--- config.mk ---
export PLATFORM = sky130hd
export DESIGN_NAME = apb_mailbox_slave_flat
export DESIGN_NICKNAME = d
export VERILOG_FILES = /design/src/rtl/apb_mailbox_slave_if.sv /design/src/rtl/apb_mailbox_slave.sv /design/src/flat_wrapper.sv
export SDC_FILE = /design/constraint.sdc
export NUM_CORES = 1
export LEC_CHECK = 0
export CORE_MARGIN = 10
export CORE_UTILIZATION = 42
export CTS_CLUSTER_DIAMETER = 80
export DETAILED_ROUTE_END_ITERATION = 10
export PLACE_DENSITY = 0.59
export SYNTH_ARGS = -nofsm -noshare
export SYNTH_HDL_FRONTEND = slang
export SYNTH_SLANG_ARGS = --single-unit
--- constraint.sdc ---
create_clock -name PCLK -period 4.6 [get_ports PCLK]
set_clock_uncertainty 0.05 [all_clocks]
set_input_delay 0.92 -clock PCLK [delete_from_list [all_inputs] [get_ports PCLK]]
set_output_delay 0.92 -clock PCLK [all_outputs]
set_load 0.01 [all_outputs]
--- src/rtl/apb_mailbox_slave_if.sv ---
// apb_mailbox_slave_if
// Bundles the APB completer signals and the FIFO drain handshake of apb_mailbox_slave.
//   PSEL/PENABLE/PWRITE/PADDR/PWDATA : APB request from the master
//   PRDATA/PREADY[/PSLVERR]           : APB response from the slave
//   m_valid/m_data/m_ready            : FIFO head towards the local consumer
// Build macro: APB_SLVERR_EN adds PSLVERR.
interface apb_mailbox_slave_if;
    logic        PSEL;
    logic        PENABLE;
    logic        PWRITE;
    logic [31:0] PADDR;
    logic [31:0] PWDATA;
    logic [31:0] PRDATA;
    logic        PREADY;
    logic        m_valid;
    logic [31:0] m_data;
    logic        m_ready;
`ifdef APB_SLVERR_EN
    logic        PSLVERR;

    modport slave (
        input  PSEL, PENABLE, PWRITE, PADDR, PWDATA, m_ready,
        output PRDATA, PREADY, PSLVERR, m_valid, m_data
    );
    modport master (
        output PSEL, PENABLE, PWRITE, PADDR, PWDATA, m_ready,
        input  PRDATA, PREADY, PSLVERR, m_valid, m_data
    );
`else
    modport slave (
        input  PSEL, PENABLE, PWRITE, PADDR, PWDATA, m_ready,
        output PRDATA, PREADY, m_valid, m_data
    );
    modport master (
        output PSEL, PENABLE, PWRITE, PADDR, PWDATA, m_ready,
        input  PRDATA, PREADY, m_valid, m_data
    );
`endif
endinterface

--- src/rtl/apb_mailbox_slave.sv ---
// apb_mailbox_slave
// APB completer with four word registers fronting a write FIFO drained by a
// valid/ready consumer. PREADY is delayed by a programmable number of wait states.
//   PCLK    : clock, rising edge
//   PRESETn : asynchronous active-low reset
//   bus     : apb_mailbox_slave_if.slave (APB request/response + FIFO head handshake)
// Register map (PADDR[3:2]): 0 DATA (W push), 1 STATUS (R), 2 CTRL (ws[7:4], flush[0]),
// 3 SCRATCH.
// Build macro: APB_SLVERR_EN enables the PSLVERR error response.
module apb_mailbox_slave #(
    parameter int unsigned DEPTH       = 8,
    parameter int unsigned WAIT_STATES = 0
) (
    input  logic               PCLK,
    input  logic               PRESETn,
    apb_mailbox_slave_if.slave bus
);
    localparam int unsigned AW = $clog2(DEPTH);
    localparam int unsigned CW = AW + 1;

    typedef enum logic [0:0] {StIdle, StAccess} state_e;

    state_e        state_q, state_d;
    logic [3:0]    wait_q, wait_d;
    logic [3:0]    ws_q;
    logic [31:0]   scratch_q;
    logic [31:0]   mem [DEPTH];
    logic [AW-1:0] wr_ptr_q, rd_ptr_q;
    logic [CW-1:0] count_q;

    logic        setup, pready, wr_cmt;
    logic        empty, full, pop, push, flush;
    logic [1:0]  addr;
    logic [31:0] rdata;
    logic        unused_paddr;

    assign addr         = bus.PADDR[3:2];
    assign unused_paddr = ^{bus.PADDR[31:4], bus.PADDR[1:0]};
    assign setup        = bus.PSEL & ~bus.PENABLE;

    // FSM: state register
    always_ff @(posedge PCLK or negedge PRESETn) begin
        if (!PRESETn) begin
            state_q <= StIdle;
            wait_q  <= '0;
        end else begin
            state_q <= state_d;
            wait_q  <= wait_d;
        end
    end

    // FSM: next state
    always_comb begin
        state_d = state_q;
        wait_d  = wait_q;
        case (state_q)
            StIdle: begin
                if (setup) begin
                    state_d = StAccess;
                    wait_d  = ws_q;
                end
            end
            StAccess: begin
                if (!bus.PSEL) begin
                    state_d = StIdle;           // abandoned transfer
                end else if (setup) begin
                    wait_d = ws_q;              // fresh SETUP restarts the wait
                end else if (wait_q != 4'd0) begin
                    wait_d = wait_q - 4'd1;
                end else begin
                    state_d = StIdle;           // committing edge
                end
            end
            default: state_d = StIdle;
        endcase
    end

    // FSM: outputs
    always_comb begin
        pready = 1'b0;
        if (state_q == StAccess && bus.PSEL && bus.PENABLE && wait_q == 4'd0) begin
            pready = 1'b1;
        end
    end

    assign wr_cmt = pready & bus.PWRITE;
    assign empty  = (count_q == '0);
    assign full   = (count_q == CW'(DEPTH));
    assign pop    = ~empty & bus.m_ready;
    assign flush  = wr_cmt & (addr == 2'd2) & bus.PWDATA[0];
    // A full FIFO still accepts when the head leaves on the same edge.
    assign push   = wr_cmt & (addr == 2'd0) & (~full | pop);

    always_ff @(posedge PCLK or negedge PRESETn) begin
        if (!PRESETn) begin
            wr_ptr_q <= '0;
            rd_ptr_q <= '0;
            count_q  <= '0;
        end else if (flush) begin
            wr_ptr_q <= '0;
            rd_ptr_q <= '0;
            count_q  <= '0;
        end else begin
            if (push) wr_ptr_q <= wr_ptr_q + AW'(1);
            if (pop)  rd_ptr_q <= rd_ptr_q + AW'(1);
            if (push && !pop)      count_q <= count_q + CW'(1);
            else if (pop && !push) count_q <= count_q - CW'(1);
        end
    end

    always_ff @(posedge PCLK) begin
        if (push) mem[wr_ptr_q] <= bus.PWDATA;
    end

    always_ff @(posedge PCLK or negedge PRESETn) begin
        if (!PRESETn) begin
            ws_q      <= 4'(WAIT_STATES);
            scratch_q <= '0;
        end else if (wr_cmt) begin
            if (addr == 2'd2) ws_q      <= bus.PWDATA[7:4];
            if (addr == 2'd3) scratch_q <= bus.PWDATA;
        end
    end

    always_comb begin
        rdata = '0;
        case (addr)
            2'd1: begin
                rdata[0]    = empty;
                rdata[1]    = full;
                rdata[15:8] = 8'(count_q);
            end
            2'd2:    rdata[7:4] = ws_q;
            2'd3:    rdata = scratch_q;
            default: rdata = '0;
        endcase
    end

    assign bus.PREADY  = pready;
    assign bus.PRDATA  = pready ? rdata : 32'd0;
    assign bus.m_valid = ~empty;
    assign bus.m_data  = empty ? 32'd0 : mem[rd_ptr_q];

`ifdef APB_SLVERR_EN
    assign bus.PSLVERR = pready & ((~bus.PWRITE & (addr == 2'd0)) |
                                   (bus.PWRITE & (addr == 2'd1)) |
                                   (bus.PWRITE & (addr == 2'd0) & full & ~pop));
`endif
endmodule
--- src/flat_wrapper.sv ---
// flat-port wrapper written by rule: the top's interface ports become plain ports
module apb_mailbox_slave_flat 
#(
    parameter int unsigned DEPTH       = 8,
    parameter int unsigned WAIT_STATES = 0
)
  (PCLK, PRESETn, bus_PSEL, bus_PENABLE, bus_PWRITE, bus_PADDR, bus_PWDATA, bus_m_ready, bus_PRDATA, bus_PREADY, bus_m_valid, bus_m_data);
  apb_mailbox_slave_if bus_i ();
  input  logic PCLK;
  input  logic PRESETn;
  input wire logic [$bits(bus_i.PSEL)-1:0] bus_PSEL;
  input wire logic [$bits(bus_i.PENABLE)-1:0] bus_PENABLE;
  input wire logic [$bits(bus_i.PWRITE)-1:0] bus_PWRITE;
  input wire logic [$bits(bus_i.PADDR)-1:0] bus_PADDR;
  input wire logic [$bits(bus_i.PWDATA)-1:0] bus_PWDATA;
  input wire logic [$bits(bus_i.m_ready)-1:0] bus_m_ready;
  output wire logic [$bits(bus_i.PRDATA)-1:0] bus_PRDATA;
  output wire logic [$bits(bus_i.PREADY)-1:0] bus_PREADY;
  output wire logic [$bits(bus_i.m_valid)-1:0] bus_m_valid;
  output wire logic [$bits(bus_i.m_data)-1:0] bus_m_data;
  assign bus_i.PSEL = bus_PSEL;
  assign bus_i.PENABLE = bus_PENABLE;
  assign bus_i.PWRITE = bus_PWRITE;
  assign bus_i.PADDR = bus_PADDR;
  assign bus_i.PWDATA = bus_PWDATA;
  assign bus_i.m_ready = bus_m_ready;
  assign bus_PRDATA = bus_i.PRDATA;
  assign bus_PREADY = bus_i.PREADY;
  assign bus_m_valid = bus_i.m_valid;
  assign bus_m_data = bus_i.m_data;
  apb_mailbox_slave #(.DEPTH(DEPTH), .WAIT_STATES(WAIT_STATES)) u_core (.PCLK(PCLK), .PRESETn(PRESETn), .bus(bus_i));
endmodule
==> impl_results.md <==
* Status: completed
* CTS sink count at about 310
* Starting DRT DRC Count at 423
* Setup slack after layout at 0.4135 ns
* Achievable Freq at 238.9 MHz
* H-tree depth at 1
* Buffer count from post-CTS setup fixing at 0
* Critical Path RT at between 3 and 4 ns
* Delay-heaviest family, CP: buffers and inverters
* Pre-CTS setup slack at around 0.5 ns
* TritonCTS Buffers at 31
* Fin crit period at 4.187 ns
* CTS tree: done
* Clock share of power at a little under a third
* Register Area at approximately 9000 um^2
* R2R depth at 11
* Pre-antenna DRT Iters at 4
* CP peak stage delay at around 0.86 ns
* Reg2Reg Capture Point: u_core.count_q[3]
* DIE AREA at between 30,000 and 40,000 um^2
* Hold_ws at 0.3648 ns
* Arrival time worst endpoint at approximately 3.2 ns
* WP buf/inv at 2
* Critical Path Fanout Max at 33
* Die Ht at approximately 190 um
* Startpoint Class: flip-flop
* RSZ-0062 raised after global routing: false
* Register area share after synthesis at 72.77%
* Synth top area cells: edfxtp_1, mux4_2, dfrtp_1, mux2i_1, mux2_1
* Fillers at approximately 2.3k
* P&R area growth vs syn at 21.38%
* Later-pin clock latency in the skew report at roughly 0.57 ns
* CP endpoint kind: output port
* Switching share of power at 27.92%
* Setup CP Type: flip-flop to output port
* PortBufs at approximately 110
* Io pins at ~140
* Register bit total from synthesis at approximately 310
* Most frequent cell after synthesis: edfxtp_1
* Final wirelength at ~27,000 um
* ANT nets after route at 0
* Pint at ~5.8 mW
* Final period util at ~91%
* Syn_nets at approximately 720
* Max Cap Viol at 0
* GPL Wtd Cong at roughly 0.75
* Slew HR at between 30% and 40%
* Sw Pwr at between 2 and 2.5 mW
* Layout cells sized above 1 at 18.89%
* Synth top area share at between 60% and 70%
* Worst-path clk slew at ~0.060 ns
* Post-synth top cells: edfxtp_1, mux4_2, nor2_1
* GRT Overall Usage at 14.70%
* Flop pwr share at 41.8%
* Synth warn at 0
* Grt ovf at 0
* Synth unique cells at 43
* Largest net degree at the start of global routing at 65
* Layout Nets at roughly 850
* Chip Width at between 150 and 200 um
* Post-DP Area at 13,950 um^2
* Row count at 62
* Core ar. at 28,860 um^2
* R2R Setup Slk at roughly 1.4 ns
* Vias in the first global route at slightly below 7k
* EDFF count, synth at around 260
* Post-CTS Hold Buffers at 0
* Via count at ~6.3k
* Leak at approximately 5.3 nW
* Syn Area/Cell at 19.16 um^2
* Hold crit path type: input port to asynchronous set/reset pin
* Clk buf depth at 3
* Via-to-Cell Ratio at approximately 5.3
* CP Cell Sequence: buf_4, mux4_2, mux2i_1, nor2_1, clkdlybuf4s50_1
* Initial antenna violation count at 1
* Worst reg2reg startpoint: u_core.count_q[1]
* Setup TNS at 0 ns
* Post-synth ARST share at between 10% and 20%
* Comb power frac at 27.8%
* Footprint of the multi-input gates at between 3000 and 4000 um^2
* First-pass GRT wire length at 41,340 um
* Final Hold Fails at 0
* Mean routed wirelength per cell at 22.76 um
* Slowest CP cell: dfrtp_4
* Ys flop type: edfxtp_1
* Post-DP HPWL at ~16,000 um
* Cts repair resizes at 0
* Initial core utilization at 42.69%
* CTS Root Cell: clkbuf_16
* Mapped Area at ~12,000 um^2
* Final setup vio count at 0
* Synth area leader: edfxtp_1
* Final instance area at 14,950 um^2
* DRC viols at 0
* Power density cells at approximately 540 nW/um^2
* Final Max Tran Viols at 0
* Worst-Margin Slew at 0.9975 ns
* Synth Instances at 643
* Worst vdd ir at slightly below 400 uV
-- sequential cells by signal, indices dropped and copies added (netlist names) --
register,count
u_core.scratch_q,32
u_core.wr_ptr_q,3
u_core.mem,256
u_core.state_q,1
u_core.count_q,4
u_core.wait_q,4
u_core.rd_ptr_q,3
u_core.ws_q,4
-- power groups by stage --
stage | Sequential, mW | Combinational, mW | Clock [mW]
final | 3.35 | 2.24 | 2.44
after global routing | 3.38 | 2.43 | 2.61
after CTS | 3.36 | 2.30 | 2.49
after detailed placement | 3.42 | 2.29 | 0
after global placement | 3.41 | 2.25 | 0
after floorplan | 3.24 | 1.50 | 0
-- per-layer routing --
| metal | wire length (um) | up-vias | part of all wire [%] | global-route usage, % |
|---|---|---|---|---|
| met5 | 0 | - | 0 | 0 |
| met1 | 11360 | 3303 | 42 | 18.83 |
| li1 | - | 2784 | - | - |
| met4 | 495 | 0 | 1.8 | 3.335 |
| met2 | 13420 | 163 | 50 | 25.38 |
| met3 | 1557 | 39 | 5.8 | 2.824 |
-- area by class of cell --
class / instances / share of cell area, %
Sequential cell: 307 / 59.99
Multi-Input combinational cell: 297 / 21.59
Timing Repair Buffer: 126 / 8.301
Clock buffer: 40 / 5.749
Tap cell: 384 / 3.213
Clock inverter: 16 / 0.9372
Inverter: 8 / 0.2008
Antenna cell: 1 / 0.01674
-- per-stage QoR --
| stage | instances | utilization [%] | power [mW] |
|---|---|---|---|
| CTS | 1178 | 51.80 | 8.155 |
| floorplan | 643 | - | 4.739 |
| finish | 1179 | 51.81 | 8.027 |
| global placement | 1122 | 48.34 | 5.666 |
| detailed placement | 1122 | 48.34 | 5.710 |
| global route | 1179 | 51.81 | 8.427 |
-- how the worst max path moves through the flow --
stage	start	to	depth (start not counted)
2_1_floorplan	bus_PADDR[2]	u_core.mem[4][0]	6
3_3_place_gp	bus_PADDR[3]	bus_PRDATA[12]	6
3_5_place_dp	bus_PADDR[3]	bus_PRDATA[12]	6
4_1_cts	u_core.rd_ptr_q[0]	bus_m_data[20]	5
5_1_grt	u_core.rd_ptr_q[0]	bus_m_data[20]	5
6_report	u_core.rd_ptr_q[0]	bus_m_data[20]	5
-- logic make-up (layout without fill, tap and decap cells) --
group           after synthesis  count (layout)  synth area share (%)
flops                       307             307                 72.77
mux                         145             145                 18.67
simple gates                119             119                 4.733
buf+inv                      39             190                 1.544
compound gates               20              20                 1.056
fa+ha+maj                     8               8                0.8735
xor+xnor                      5               5                0.3555
other cells                   0               1                     0
-- cells in the final DEF, fill, tap and decap left out, types with 3 or more instances in the layout --
cell,Yosys,layout
buf_12,0,3
clkbuf_1,11,4
nor2_4,0,6
nand3_1,5,5
and3_1,3,3
clkinv_2,0,6
buf_4,5,18
edfxtp_1,256,256
xor2_1,4,4
mux2_1,37,37
inv_1,7,7
clkdlybuf4s50_1,0,104
clkinv_1,0,6
nand2_1,12,12
ha_1,7,7
and2_1,23,23
clkbuf_16,0,31
mux4_2,64,64
dfrtp_1,51,48
mux2i_1,43,43
clkbuf_8,0,5
a21oi_1,8,8
nand2b_1,4,4
nor2_1,60,54
Power figures use the tool's default switching activity.
